$ cat config.mk
export PLATFORM = sky130hd
export DESIGN_NAME = ps2_tx
export DESIGN_NICKNAME = d
export VERILOG_FILES = /design/src/rtl/ps2_defines_pkg.sv /design/src/rtl/ps2_sync_filter.sv /design/src/rtl/ps2_tx.sv
export SDC_FILE = /design/constraint.sdc
export NUM_CORES = 1
export LEC_CHECK = 0
export BUFFER_PORTS_ARGS = -buffer_cell sky130_fd_sc_hd__buf_2
export CORE_MARGIN = 5
export CORE_UTILIZATION = 30
export CTS_CLUSTER_SIZE = 10
export DETAILED_ROUTE_END_ITERATION = 12
export PLACE_DENSITY_LB_ADDON = 0.3
export SLEW_MARGIN = 20
export SYNTH_ARGS = -nofsm -noshare
export SYNTH_HDL_FRONTEND = slang
export SYNTH_SLANG_ARGS = --single-unit
$ cat constraint.sdc
create_clock -name clk -period 3.25 [get_ports clk]
set_input_delay 0.325 -clock clk [delete_from_list [all_inputs] [get_ports clk]]
set_output_delay 0.325 -clock clk [all_outputs]
set_load 0.03 [all_outputs]
$ cat src/rtl/ps2_defines_pkg.sv
// Shared PS/2 definitions: transmit FSM encoding, frame geometry and parity helper.
// Used by both the host transmitter and the receiver.
package ps2_defines_pkg;

  localparam int DATA_BITS  = 8;
  localparam int FRAME_BITS = 11;  // start, 8 data, parity, stop

  typedef enum logic [2:0] {
    ST_IDLE,
    ST_INHIBIT,
    ST_REQUEST,
    ST_SHIFT,
    ST_STOP,
    ST_ACK,
    ST_WAIT_RELEASE
  } ps2_tx_state_t;

  function automatic logic odd_parity(input logic [DATA_BITS-1:0] d);
    return ~(^d);
  endfunction

endpackage

$ cat src/rtl/ps2_sync_filter.sv
// Two-flop synchronizer for PS/2 clock and data, plus a glitch filter on the clock
// that flags filtered 1->0 transitions.
module ps2_sync_filter #(
  parameter int FILTER_CYCLES = 8
) (
  input  logic clk,
  input  logic rst,
  input  logic i_clk_raw,
  input  logic i_data_raw,
  output logic o_clk_filt,
  output logic o_data_sync,
  output logic o_clk_fall
);

  localparam int             FW       = $clog2(FILTER_CYCLES) + 1;
  localparam logic [FW-1:0]  FLT_LAST = FW'(FILTER_CYCLES - 1);

  logic          r_clk_meta, r_clk_sync;
  logic          r_data_meta, r_data_sync;
  logic          r_clk_filt;
  logic          r_fall;
  logic [FW-1:0] r_flt_cnt;

  // NOTE: sequential state uses non-blocking assignments; the idle bus level is 1, so
  // the synchronizer and filter come out of reset high to avoid a spurious edge.
  always_ff @(posedge clk or negedge rst) begin
    if (!rst) begin
      r_clk_meta  <= 1'b1;
      r_clk_sync  <= 1'b1;
      r_data_meta <= 1'b1;
      r_data_sync <= 1'b1;
      r_clk_filt  <= 1'b1;
      r_fall      <= 1'b0;
      r_flt_cnt   <= '0;
    end else begin
      r_clk_meta  <= i_clk_raw;
      r_clk_sync  <= r_clk_meta;
      r_data_meta <= i_data_raw;
      r_data_sync <= r_data_meta;
      r_fall      <= 1'b0;
      if (r_clk_sync != r_clk_filt) begin
        // The FILTER_CYCLES-th consecutive differing sample flips the level.
        if (r_flt_cnt == FLT_LAST) begin
          r_clk_filt <= r_clk_sync;
          r_fall     <= r_clk_filt;
          r_flt_cnt  <= '0;
        end else begin
          r_flt_cnt <= r_flt_cnt + FW'(1);
        end
      end else begin
        r_flt_cnt <= '0;
      end
    end
  end

  assign o_clk_filt  = r_clk_filt;
  assign o_data_sync = r_data_sync;
  assign o_clk_fall  = r_fall;

endmodule

$ cat src/rtl/ps2_tx.sv
// PS/2 host-to-device transmitter: inhibit, request-to-send, bit shifting on device
// clock falling edges, ACK check and inter-edge timeout. Lines are open-drain enables.
module ps2_tx
  import ps2_defines_pkg::*;
#(
  parameter int INHIBIT_CYCLES = 5000,
  parameter int TIMEOUT_CYCLES = 750000,
  parameter int FILTER_CYCLES  = 8
) (
  input  logic       clk,
  input  logic       rst,
  input  logic       ps2_clk_i,
  output logic       ps2_clk_w,
  output logic       ps2_clk_o,
  input  logic       ps2_data_i,
  output logic       ps2_data_w,
  output logic       ps2_data_o,
  input  logic       tx_en,
  input  logic       send_req,
  input  logic [7:0] send_data,
  output logic       send_done,
  output logic       send_err,
  output logic       tx_idle
);

  localparam int            IW       = $clog2(INHIBIT_CYCLES + 1);
  localparam int            TW       = $clog2(TIMEOUT_CYCLES + 1);
  localparam logic [IW-1:0] INH_LAST = IW'(INHIBIT_CYCLES - 1);
  localparam logic [IW-1:0] INH_PRE  = IW'(INHIBIT_CYCLES - 2);
  localparam logic [TW-1:0] TO_LAST  = TW'(TIMEOUT_CYCLES - 1);
  localparam logic [3:0]    LAST_BIT = 4'(FRAME_BITS - 2);

  logic w_clk_filt, w_data_sync, w_fall;

  ps2_sync_filter #(
    .FILTER_CYCLES(FILTER_CYCLES)
  ) u_sync (
    .clk        (clk),
    .rst        (rst),
    .i_clk_raw  (ps2_clk_i),
    .i_data_raw (ps2_data_i),
    .o_clk_filt (w_clk_filt),
    .o_data_sync(w_data_sync),
    .o_clk_fall (w_fall)
  );

  ps2_tx_state_t r_state, w_state_nxt;
  logic          r_clk_w, w_clk_w_nxt;
  logic          r_data_w, w_data_w_nxt;
  logic          r_done, w_done_nxt;
  logic          r_err, w_err_nxt;
  logic          r_ack_err, w_ack_err_nxt;
  logic [IW-1:0] r_inh_cnt, w_inh_cnt_nxt;
  logic [TW-1:0] r_to_cnt, w_to_cnt_nxt;
  logic [3:0]    r_bit_cnt, w_bit_cnt_nxt;
  logic [8:0]    r_shift, w_shift_nxt;
  logic          w_active;

  assign w_active = r_state inside {ST_REQUEST, ST_SHIFT, ST_STOP, ST_ACK, ST_WAIT_RELEASE};

  // NOTE: every variable gets a default before the case so no path infers a latch.
  always_comb begin
    w_state_nxt   = r_state;
    w_clk_w_nxt   = r_clk_w;
    w_data_w_nxt  = r_data_w;
    w_done_nxt    = 1'b0;
    w_err_nxt     = 1'b0;
    w_ack_err_nxt = r_ack_err;
    w_inh_cnt_nxt = r_inh_cnt;
    w_to_cnt_nxt  = '0;
    w_bit_cnt_nxt = r_bit_cnt;
    w_shift_nxt   = r_shift;

    if (w_active) w_to_cnt_nxt = w_fall ? '0 : r_to_cnt + TW'(1);

    case (r_state)
      ST_IDLE: begin
        w_clk_w_nxt  = 1'b0;
        w_data_w_nxt = 1'b0;
        if (tx_en && send_req) begin
          w_shift_nxt   = {odd_parity(send_data), send_data};
          w_inh_cnt_nxt = '0;
          w_bit_cnt_nxt = '0;
          w_ack_err_nxt = 1'b0;
          w_clk_w_nxt   = 1'b1;
          w_state_nxt   = ST_INHIBIT;
        end
      end
      ST_INHIBIT: begin
        w_inh_cnt_nxt = r_inh_cnt + IW'(1);
        if (r_inh_cnt == INH_LAST) begin
          w_clk_w_nxt  = 1'b0;
          w_data_w_nxt = 1'b1;
          w_state_nxt  = ST_REQUEST;
        end else if (r_inh_cnt == INH_PRE) begin
          w_data_w_nxt = 1'b1;
        end
      end
      ST_REQUEST: begin
        if (w_fall) begin
          w_data_w_nxt  = ~r_shift[0];
          w_shift_nxt   = {1'b0, r_shift[8:1]};
          w_bit_cnt_nxt = 4'd1;
          w_state_nxt   = ST_SHIFT;
        end
      end
      ST_SHIFT: begin
        if (w_fall) begin
          if (r_bit_cnt == LAST_BIT) begin
            w_data_w_nxt = 1'b0;
            w_state_nxt  = ST_STOP;
          end else begin
            w_data_w_nxt  = ~r_shift[0];
            w_shift_nxt   = {1'b0, r_shift[8:1]};
            w_bit_cnt_nxt = r_bit_cnt + 4'd1;
          end
        end
      end
      ST_STOP: begin
        if (w_fall) w_state_nxt = ST_ACK;
      end
      ST_ACK: begin
        // Device holds data low through the low phase of the 11th clock to ACK.
        w_ack_err_nxt = w_data_sync;
        w_state_nxt   = ST_WAIT_RELEASE;
      end
      ST_WAIT_RELEASE: begin
        if (w_clk_filt && w_data_sync) begin
          w_done_nxt  = 1'b1;
          w_err_nxt   = r_ack_err;
          w_state_nxt = ST_IDLE;
        end
      end
      default: w_state_nxt = ST_IDLE;
    endcase

    if (w_active && !w_fall && (r_to_cnt == TO_LAST)) begin
      w_clk_w_nxt  = 1'b0;
      w_data_w_nxt = 1'b0;
      w_done_nxt   = 1'b1;
      w_err_nxt    = 1'b1;
      w_state_nxt  = ST_IDLE;
    end
  end

  always_ff @(posedge clk or negedge rst) begin
    if (!rst) begin
      r_state   <= ST_IDLE;
      r_clk_w   <= 1'b0;
      r_data_w  <= 1'b0;
      r_done    <= 1'b0;
      r_err     <= 1'b0;
      r_ack_err <= 1'b0;
      r_inh_cnt <= '0;
      r_to_cnt  <= '0;
      r_bit_cnt <= '0;
      r_shift   <= '0;
    end else begin
      r_state   <= w_state_nxt;
      r_clk_w   <= w_clk_w_nxt;
      r_data_w  <= w_data_w_nxt;
      r_done    <= w_done_nxt;
      r_err     <= w_err_nxt;
      r_ack_err <= w_ack_err_nxt;
      r_inh_cnt <= w_inh_cnt_nxt;
      r_to_cnt  <= w_to_cnt_nxt;
      r_bit_cnt <= w_bit_cnt_nxt;
      r_shift   <= w_shift_nxt;
    end
  end

  assign ps2_clk_w  = r_clk_w;
  assign ps2_data_w = r_data_w;
  assign ps2_clk_o  = 1'b0;
  assign ps2_data_o = 1'b0;
  assign send_done  = r_done;
  assign send_err   = r_err;
  assign tx_idle    = (r_state == ST_IDLE);

endmodule

==> flow_summary.json, run 1 <==
{
  "run_status": "completed",
  "grt_use_total_pct": 10.8,
  "p_sw_mw": 1.00,
  "timing.final.crit_share_pct": 70.5,
  "worstSetupEndpointType": "flip-flop",
  "avgViaCountPerCell": 5.08,
  "largest_net_degree_at_the_start_of_global_routing": 65,
  "maxSlewHeadroom_pct": 46.2,
  "setup_repair_after_global_routing_missed_its_margin": "no",
  "layout.filler_cells": 1099,
  "wire_length_of_the_first_global_routing_pass_mm": 11.6,
  "pwr-share-comb_pct": 28.6,
  "max_cap_viol_count": 0,
  "yosys.area.top_type_share_pct": 43.8,
  "critPathCapture": "r_state[2]$_DFFE_PN0P_",
  "design.portCount": 21,
  "floorplan.die.height_um": 116,
  "mappedNetlistArea_um2": 3370,
  "area_growth_from_synthesis_to_final_layout_pct": 13.7,
  "clock_power_share_pct": 29.7,
  "ys.flop_type": "dfrtp_1",
  "clk_latency_ps": 320,
  "numPlacedInstances": 487,
  "final_hold_viol_count": 0,
  "synth_enable_flop_cells": 0,
  "reg2reg_slack_ps": 960,
  "async_flop_share_pct": 100,
  "cp_launch_type": "flip-flop",
  "synthesis.area_per_instance_um2": 9.82,
  "post_synth_inst_count": 343,
  "cts_tree": "built",
  "final_count_of_pins_violating_max_slew": 0,
  "crit_required_ps": 3450,
  "cts_post_setup_buffers_inserted": 0,
  "post-synth-top-area-cell": "dfrtp_1",
  "final_critical_path_setup_slack_ps": 957,
  "fin_area_um2": 3830,
  "r2r.worst_path.cells": 5,
  "fmaxAchievable_mhz": 436,
  "worstReg2RegStart": "r_state[1]$_DFFE_PN0P_",
  "cp_max_fo": 21,
  "fp.dieW_um": 116,
  "cp.arrival_ps": 2490,
  "dp.final_hpwl_mm": 4.55,
  "cts_root_buf": "clkbuf_16",
  "powerDensity_nw_per_um2": 741,
  "antenna_found_initial": 0,
  "clkSinkCount": 64,
  "cts.reportedPaths.clkPinSlew_ps": 50,
  "detail-route-antenna-nets": 0,
  "synthesis_warnings": 0,
  "final_layout_size_suffix_gt1_share_pct": 12.7,
  "vias_in_the_first_global_route": 2459,
  "synthDistinctLibCells": 57,
  "finalClockSkew_ps": 4.66,
  "placement.io_buffers": 18,
  "num-nets-final": 381,
  "pwr-share-seq_pct": 41.7,
  "power.share.switching_pct": 35.3,
  "synth.top_cells.by_area": "dfrtp_1, o21ai_0, dfstp_2",
  "cts_max_path_buffers": 2,
  "internal_power_mw": 1.84,
  "worst_slew_pin_slew_ps": 808,
  "detail_route.drc_violations": 0,
  "placement_rows": 38,
  "post_cts_resize_count": 0,
  "finalWirelength_mm": 6.70,
  "routed_wire_per_std_cell_um": 13.4,
  "cts-hold-fix-buffers": 0,
  "placement.cell_area_um2": 3580,
  "design.core.area_um2": 10900,
  "synth_seq_cells": 64,
  "layout.cells.most_common_list": "dfrtp_1, o21ai_0, nand2_1",
  "finalHoldWorstSlack_ps": 101,
  "timing.critical_path.from": "r_state[1]$_DFFE_PN0P_",
  "cts-buffers-inserted": 9,
  "ir_drop_mv": 0.327,
  "initial_core_util_pct": 30.8,
  "leakagePower_nw": 1.66,
  "instances_no_fill": 501,
  "dieArea_um2": 13400,
  "type_of_the_worst_setup_path": "flip-flop to flip-flop",
  "dr.pass1.iters": 4,
  "finalWorstPathRequiredPeriod_ps": 2290,
  "holdCritPathClass": "primary input to flip-flop",
  "finalSetupViolCount": 0,
  "final_common_cell": "dfrtp_1",
  "gp_congestion": 0.786,
  "drt-initial-drc-count": 152,
  "setup_total_negative_slack_ps": 0,
  "number_of_antenna_diodes": 0,
  "synth_seq_area_share_pct": 47.7,
  "globalRouteOverflowTotal": 0,
  "worst_slack_placed_ps": 977,
  "crit-reg2reg-capture": "r_state[2]$_DFFE_PN0P_",
  "route.vias.total": 2545,
  "h-tree-depth": 3
}
==> kinds of logic (layout without fill, tap and decap cells) <==
family,Yosys count,after routing,share of synthesized area (%)
compound gates,80,80,14.3
xor+xnor,19,19,4.94
fa+ha+maj,9,9,3.34
buf+inv,27,44,3.27
flops,64,64,47.7
mux,14,14,4.20
other cells,1,2,0.111
simple gates,129,129,22.1
==> state kept, by name, summed over array words and instances (netlist names) <==
| name | cells |
|---|---|
| ps2_clk_w | 1 |
| ps2_data_w | 1 |
| r_ack_err | 1 |
| r_bit_cnt | 4 |
| r_inh_cnt | 13 |
| r_shift | 9 |
| r_state | 3 |
| r_to_cnt | 20 |
| send_done | 1 |
| send_err | 1 |
| u_sync.o_clk_fall | 1 |
| u_sync.o_clk_filt | 1 |
| u_sync.o_data_sync | 1 |
| u_sync.r_clk_meta | 1 |
| u_sync.r_clk_sync | 1 |
| u_sync.r_data_meta | 1 |
| u_sync.r_flt_cnt | 4 |
==> critical path: stages, from the launching register on <==
cell,delay (ps)
dfrtp_1,720
inv_1,200
ha_1,370
a2111o_1,440
nor2_1,310
o41ai_1,130
==> synth_stat cells, types with 8 or more instances <==
library cell  number
dfrtp_1           59
o21ai_0           36
nand2_1           27
nor2_1            18
a21oi_1           15
xnor2_1           14
mux2i_1           13
clkbuf_1          12
nand3_1           12
inv_1             11
nand4_1           10
ha_1               9
or3_1              8
==> power by group through the flow <==
stage | logic, mW | registers [mW] | clock network [mW]
floorplan | 0.684 | 1.12 | 0
global placement | 0.810 | 1.19 | 0
detailed placement | 0.815 | 1.20 | 0
CTS | 0.823 | 1.18 | 0.871
global route | 0.921 | 1.22 | 0.906
finish | 0.811 | 1.18 | 0.843
==> stage by stage <==
stage	utilization, %	power [mW]
floorplan	-	1.81
global placement	32.7	2.00
detailed placement	32.7	2.01
CTS	35.0	2.88
global route	35.0	3.05
finish	35.0	2.84
==> cell type report <==
class | count | area (µm²) | share of cell area [%]
clock buffers | 13 | 250 | 6.53
clock inverters | 1 | 5.00 | 0.131
inverters | 11 | 41.3 | 1.08
multi-input cells | 253 | 1650 | 43.2
flip-flops and latches | 64 | 1610 | 42.0
well taps | 140 | 175 | 4.57
repair buffers | 19 | 97.6 | 2.55
==> how the worst min path moves through the flow <==
stage	startpoint	to	slack [ps]	cells past startpoint
2_1_floorplan	rst	ps2_clk_w$_DFFE_PN0P_	30	0
3_3_place_gp	u_sync.r_data_meta$_DFF_PN1_	u_sync.o_data_sync$_DFF_PN1_	350	0
3_5_place_dp	u_sync.r_clk_meta$_DFF_PN1_	u_sync.r_clk_sync$_DFF_PN1_	350	0
4_1_cts	ps2_data_i	u_sync.r_data_meta$_DFF_PN1_	90	1
5_1_grt	ps2_data_i	u_sync.r_data_meta$_DFF_PN1_	90	1
6_report	ps2_data_i	u_sync.r_data_meta$_DFF_PN1_	100	1
==> metal layers <==
metal / up-vias / routed length (µm) / track usage, %
met5: - / 0 / 0
met3: 8 / 274 / 3.29
met4: 0 / 92 / 3.71
met2: 37 / 2990 / 16.7
li1: 1276 / - / -
met1: 1224 / 3340 / 14.3
No activity file was read; power rests on OpenSTA's default activity.
==> run 2: changes to the inputs <==
--- a/config.mk
+++ b/config.mk
@@ -5,6 +5,7 @@
 export SDC_FILE = /design/constraint.sdc
 export NUM_CORES = 1
 export LEC_CHECK = 0
+export ABC_AREA = 1
 export BUFFER_PORTS_ARGS = -buffer_cell sky130_fd_sc_hd__buf_2
 export CORE_MARGIN = 5
 export CORE_UTILIZATION = 30
==> constraint.sdc (replaced) <==
create_clock -name clk -period 2.4 [get_ports clk]
set_input_delay 0.24 -clock clk [delete_from_list [all_inputs] [get_ports clk]]
set_output_delay 0.24 -clock clk [all_outputs]
set_load 0.03 [all_outputs]
==> run 2 against run 1 <==
Effect of this change:
- the run now ends with negative hold slack left
- synthesized area increased by 7.5%
- sequential cell count unchanged
- clock power increased by 67%
- global-route usage increased by 0.67 points
- non-clock buffer count increased by 7
- sequential power increased by 31%
- die area increased by 6.8%
- utilization increased by 0.39 points
==> flow_summary.json, run 2 <==
{
  "cts_root_buf": "clkbuf_16",
  "placement_rows": 40,
  "final_count_of_pins_violating_max_slew": 0,
  "final_common_cell": "nand2_1",
  "max_cap_viol_count": 0,
  "reg2reg_slack_ps": 530,
  "cp_max_fo": 13,
  "synthDistinctLibCells": 40,
  "worstReg2RegStart": "r_state[1]$_DFFE_PN0P_",
  "wire_length_of_the_first_global_routing_pass_mm": 13.4,
  "finalWorstPathRequiredPeriod_ps": 1870,
  "final_hold_viol_count": 27,
  "pwr-share-comb_pct": 36.1,
  "synth_seq_cells": 64,
  "type_of_the_worst_setup_path": "flip-flop to flip-flop",
  "post_synth_inst_count": 466,
  "powerDensity_nw_per_um2": 1100,
  "registers.top_by_ff_count": "r_to_cnt",
  "violations": "negative hold slack",
  "number_of_antenna_diodes": 0,
  "async_flop_share_pct": 100,
  "cts-buffers-inserted": 9,
  "finalClockSkew_ps": 5.13,
  "finalSetupViolCount": 0,
  "mappedNetlistArea_um2": 3620,
  "design.core.area_um2": 11900,
  "crit_required_ps": 2670,
  "worst_slew_pin_slew_ps": 775,
  "floorplan.die.height_um": 120,
  "timing.final.crit_share_pct": 77.8,
  "synthesis_warnings": 0,
  "largest_net_degree_at_the_start_of_global_routing": 36,
  "fin_area_um2": 4220,
  "fmaxAchievable_mhz": 536,
  "fp.dieW_um": 120,
  "antenna_found_initial": 0,
  "r2r.worst_path.cells": 7,
  "route.vias.total": 3016,
  "layout.cells.most_common_list": "nand2_1, nor2_1, dfrtp_1",
  "clk_latency_ps": 330,
  "setup_repair_after_global_routing_missed_its_margin": "no",
  "internal_power_mw": 2.83,
  "final_layout_size_suffix_gt1_share_pct": 13.8,
  "clkSinkCount": 64,
  "detail_route.drc_violations": 0,
  "setup_total_negative_slack_ps": 0,
  "maxSlewHeadroom_pct": 48.3,
  "pwr-share-seq_pct": 33.5,
  "leakagePower_nw": 1.96,
  "area_growth_from_synthesis_to_final_layout_pct": 16.6,
  "dieArea_um2": 14400,
  "cts_tree": "built",
  "globalRouteOverflowTotal": 0,
  "cts_post_setup_buffers_inserted": 0,
  "synth.most_common_cell": "nand2_1",
  "finalWirelength_mm": 7.68,
  "detail-route-antenna-nets": 0,
  "cts_max_path_buffers": 2,
  "cp_launch_type": "flip-flop",
  "synth_common_cells": "nand2_1, nor2_1, dfrtp_1, inv_1, nand3_1",
  "finalHoldWorstSlack_ps": -10.9,
  "clock_power_share_pct": 30.4,
  "yosys.area.top_type_share_pct": 40.8,
  "post-synth-top-area-cell": "dfrtp_1",
  "largestRegisters": "r_to_cnt x20, r_inh_cnt x13, r_shift x9",
  "vias_in_the_first_global_route": 3038,
  "synth_enable_flop_cells": 0,
  "ir_drop_mv": 0.389,
  "cp.arrival_ps": 2140,
  "dr.pass1.iters": 4,
  "cts.reportedPaths.clkPinSlew_ps": 60,
  "initial_core_util_pct": 30.4,
  "routed_wire_per_std_cell_um": 11.9,
  "design.portCount": 21,
  "worstSetupEndpointType": "flip-flop",
  "synthesis.area_per_instance_um2": 7.77,
  "avgViaCountPerCell": 4.66,
  "ys.flop_type": "dfrtp_1",
  "placement.cell_area_um2": 3880,
  "gp_congestion": 0.884,
  "dp.final_hpwl_mm": 5.54,
  "placement.io_buffers": 18,
  "grt_use_total_pct": 11.4,
  "synth_seq_area_share_pct": 44.4,
  "run_status": "finished with violations",
  "holdCritPathClass": "primary input to asynchronous set/reset pin",
  "num-nets-final": 518,
  "h-tree-depth": 3,
  "synth.top_cells.by_area": "dfrtp_1, nand2_1, nor2_1",
  "drt-initial-drc-count": 150,
  "finalCoreUtilization_pct": 35.4,
  "power.share.switching_pct": 38.9,
  "crit-reg2reg-capture": "r_to_cnt[9]$_DFF_PN0_",
  "p_sw_mw": 1.80,
  "totalPowerFinal_mw": 4.63,
  "largest_register_ff_count": 20
}
==> run 2: worst max path at each step <==
stage | start | to | slack [ps] | cells after the start
4_1_cts | r_state[1]$_DFFE_PN0P_ | r_to_cnt[9]$_DFF_PN0_ | 550 | 7
3_3_place_gp | r_state[1]$_DFFE_PN0P_ | r_state[2]$_DFFE_PN0P_ | 600 | 8
2_1_floorplan | r_state[1]$_DFFE_PN0P_ | r_state[2]$_DFFE_PN0P_ | 720 | 9
5_1_grt | r_inh_cnt[1]$_DFFE_PN0P_ | r_inh_cnt[10]$_DFFE_PN0P_ | 370 | 10
3_5_place_dp | r_state[1]$_DFFE_PN0P_ | r_state[1]$_DFFE_PN0P_ | 570 | 8
6_report | r_state[1]$_DFFE_PN0P_ | r_to_cnt[9]$_DFF_PN0_ | 530 | 7
==> run 2: kinds of logic (layout without fill, tap and decap cells) <==
group	count (synthesis)	in the layout	synth area share, %
other	1	2	0.104
XOR/XNOR	13	13	3.15
buffers and inverters	72	105	8.33
AND/OR/NAND/NOR	238	238	29.3
AO/OA/AOI/OAI	69	69	11.6
adder cells (fa/ha/maj)	9	9	3.11
flip-flops	64	64	44.4
==> run 2: stage by stage <==
stage / cells / setup WS, ps / hold slack (ps)
final: 647 / 534 / -10.9
after global routing: 647 / 367 / 79.4
after CTS: 647 / 553 / 14.4
after detailed placement: 629 / 567 / 349
after global placement: 629 / 596 / 347
after floorplan: 467 / 717 / -55.6
==> run 2: area by class of cell <==
cell class	count	area, µm²
fillers	1210	7690
inverters	63	236
repair buffers	26	155
clock inverters	7	96.3
flip-flops and latches	64	1610
well taps	147	184
multi-input cells	331	1710
clock buffers	9	225
==> run 2: critical path: stages (launching register included) <==
cell	delay (ps)
dfrtp_1	570
inv_1	110
ha_1	340
a21oi_4	170
buf_4	210
inv_2	110
a21oi_1	150
o21a_1	140
==> run 2: power groups by stage <==
stage          sequential, mW  combinational (mW)  clock (mW)
2_1_floorplan            1.53                1.36           0
3_5_place_dp             1.57                1.68           0
5_1_grt                  1.59                1.92        1.48
3_3_place_gp             1.56                1.64           0
6_report                 1.55                1.67        1.41
4_1_cts                  1.55                1.69        1.44
==> run 2: timing repair <==
action,4_1_cts,5_1_grt
hold buffers,2,0
gates resized for setup,0,0
hold endpoints to repair,2,0
==> run 2: metal layers <==
metal	vias up	GRT usage (%)	share of wire (%)
met3	7	2.64	2.8
li1	1554	-	-
met2	36	19.4	50
met5	-	0	0
met4	0	5.51	1.4
met1	1419	13.6	46
==> run 3: changes to the inputs <==
--- a/config.mk
+++ b/config.mk
@@ -5,7 +5,7 @@
 export SDC_FILE = /design/constraint.sdc
 export NUM_CORES = 1
 export LEC_CHECK = 0
-export ABC_AREA = 1
+export ABC_AREA = 0
 export BUFFER_PORTS_ARGS = -buffer_cell sky130_fd_sc_hd__buf_2
 export CORE_MARGIN = 5
 export CORE_UTILIZATION = 30
==> constraint.sdc (replaced) <==
create_clock -name clk -period 1.5 [get_ports clk]
set_input_delay 0.15 -clock clk [delete_from_list [all_inputs] [get_ports clk]]
set_output_delay 0.15 -clock clk [all_outputs]
set_load 0.03 [all_outputs]
==> run 3 against run 2 <==
Effect of this change:
- the flow finishes with violations (negative setup slack)
- maximum frequency up 4.6%
- cell count down 7.9%
- via count down 2.2%
- combinational power up 130%
- non-clock buffer count up 86
- utilization up 10 points
- global-route usage up 1.8 points
- first-iteration DRC count down 25%
- worst setup slack worse by 820 ps
- wire length up 7.6%
- largest cell class unchanged
- largest power group unchanged
==> flow_summary.json, run 3 (synthesis gave the netlist of run 1 again) <==
{
  "leakagePower_nw": 2.22,
  "cp_max_fo": 6,
  "route.vias.total": 2949,
  "routed_wire_per_std_cell_um": 13.9,
  "avgViaCountPerCell": 4.95,
  "max_cap_viol_count": 0,
  "timing.final.crit_share_pct": 119,
  "finalHoldWorstSlack_ps": 119,
  "num-nets-final": 474,
  "dieArea_um2": 13400,
  "dr.pass1.iters": 4,
  "detail-route-antenna-nets": 0,
  "design.core.area_um2": 10900,
  "finalWorstPathRequiredPeriod_ps": 1780,
  "area_growth_from_synthesis_to_final_layout_pct": 48.5,
  "placement_rows": 38,
  "final_hold_viol_count": 0,
  "final_common_cell": "buf_4",
  "final_critical_path_setup_slack_ps": -283,
  "cp_launch_type": "flip-flop",
  "grtUsageMet3_pct": 3.13,
  "grt_busiest_layer": "met2",
  "vias_in_the_first_global_route": 2990,
  "run_status": "finished with violations",
  "cp.arrival_ps": 2040,
  "cts_tree": "built",
  "instances_no_fill": 596,
  "grt.met1_usage_pct": 16.6,
  "globalRouteOverflowTotal": 0,
  "initial_core_util_pct": 30.8,
  "crit_required_ps": 1750,
  "clkSinkCount": 64,
  "violations": "negative setup slack",
  "grt_use_total_pct": 13.2,
  "powerDensity_nw_per_um2": 1660,
  "final_layout_size_suffix_gt1_share_pct": 42.8,
  "largestRegisters": "r_to_cnt x20, r_inh_cnt x13, r_shift x9",
  "setup_total_negative_slack_ps": -5490,
  "h-tree-depth": 3,
  "drt-initial-drc-count": 113,
  "antenna_found_initial": 0,
  "ir_drop_mv": 0.742,
  "finalWirelength_mm": 8.27,
  "r2r.worst_path.cells": 8,
  "setup_repair_after_global_routing_missed_its_margin": "yes",
  "registers.top_by_ff_count": "r_to_cnt",
  "type_of_the_worst_setup_path": "flip-flop to flip-flop",
  "finalClockSkew_ps": 6.36,
  "layout.cells.most_common_list": "buf_4, dfrtp_1, nand2_1",
  "fp.dieW_um": 116,
  "holdCritPathClass": "primary input to flip-flop",
  "detail_route.drc_violations": 0,
  "gp_congestion": 0.814,
  "fmaxAchievable_mhz": 561,
  "cts.reportedPaths.clkPinSlew_ps": 60,
  "worstSetupEndpointType": "flip-flop",
  "placement.io_buffers": 18,
  "number_of_antenna_diodes": 0,
  "largest_net_degree_at_the_start_of_global_routing": 65,
  "numPlacedInstances": 551,
  "cts_max_path_buffers": 2,
  "clk_latency_ps": 330,
  "min_path_cells": 3,
  "wire_length_of_the_first_global_routing_pass_mm": 14.1,
  "final_count_of_pins_violating_max_slew": 0,
  "cts_root_buf": "clkbuf_16",
  "finalSetupViolCount": 41,
  "floorplan.die.height_um": 116,
  "globalRouteMet2Util_pct": 22.0,
  "cts-buffers-inserted": 9,
  "design.portCount": 21,
  "dp.final_hpwl_mm": 5.35,
  "largest_register_ff_count": 20
}
[run 3: repair_timing]
| action | CTS | global route |
|---|---|---|
| hold buffers | 3 | 0 |
| hold endpoints to repair | 61 | 0 |
| buffers inserted | 19 | 5 |
| setup endpoints to repair | 42 | 43 |
| pin swaps | 32 | 23 |
| cloned | 4 | 0 |
| gates resized for setup | 54 | 34 |
[run 3: worst max-delay path: stages, from the launching register on]
cell     delay (ps)
dfrtp_2         450
buf_6           140
buf_8           120
buf_6           110
nor3b_4         280
buf_4           160
a211o_1         170
buf_6           120
mux2i_1         160
[run 3: path summary, 6_finish.rpt]
check,from,to,slack (ps)
max in group asynchronous,rst,r_state[1]$_DFFE_PN0P_,810
hold reg to reg,u_sync.r_data_meta$_DFF_PN1_,u_sync.o_data_sync$_DFF_PN1_,350
setup / recovery,r_state[1]$_DFFE_PN0P_,r_state[1]$_DFFE_PN0P_,-280
hold / removal,send_data[7],r_shift[7]$_DFFE_PN0P_,120
min in group asynchronous,rst,r_inh_cnt[5]$_DFFE_PN0P_,350
setup reg to reg,r_state[1]$_DFFE_PN0P_,r_state[1]$_DFFE_PN0P_,-280
[run 3: final cells by class]
class	instances	area [µm²]
tap	140	175
clock inverter	5	56.3
timing repair buffer	112	913
fill	1009	5930
multi-input combinational	253	1950
sequential	64	1610
clock buffer	11	243
inverter	11	48.8
[run 3: power by group]
part | internal, mW | switching (mW)
sequential | 2.12 | 0.281
combinational | 1.99 | 1.84
clock | 1.33 | 0.739
total | 5.44 | 2.86
[run 3: metal layers]
metal	share of wire [%]	wire length, µm
met2	51	4190
met5	0	0
met4	1.7	142
met1	45	3690
met3	2.9	240
[run 3: per-stage QoR]
| step | setup slack (ps) | area [µm²] | util (%) | total power, mW |
|---|---|---|---|---|
| 6_report | -283 | 5000 | 45.7 | 8.30 |
| 3_5_place_dp | -284 | 4180 | 38.2 | 5.26 |
| 4_1_cts | -262 | 4860 | 44.4 | 8.10 |
| 3_3_place_gp | -245 | 4180 | 38.2 | 5.17 |
| 5_1_grt | -345 | 5000 | 45.7 | 8.83 |
| 2_1_floorplan | -366 | 3560 | - | 4.32 |
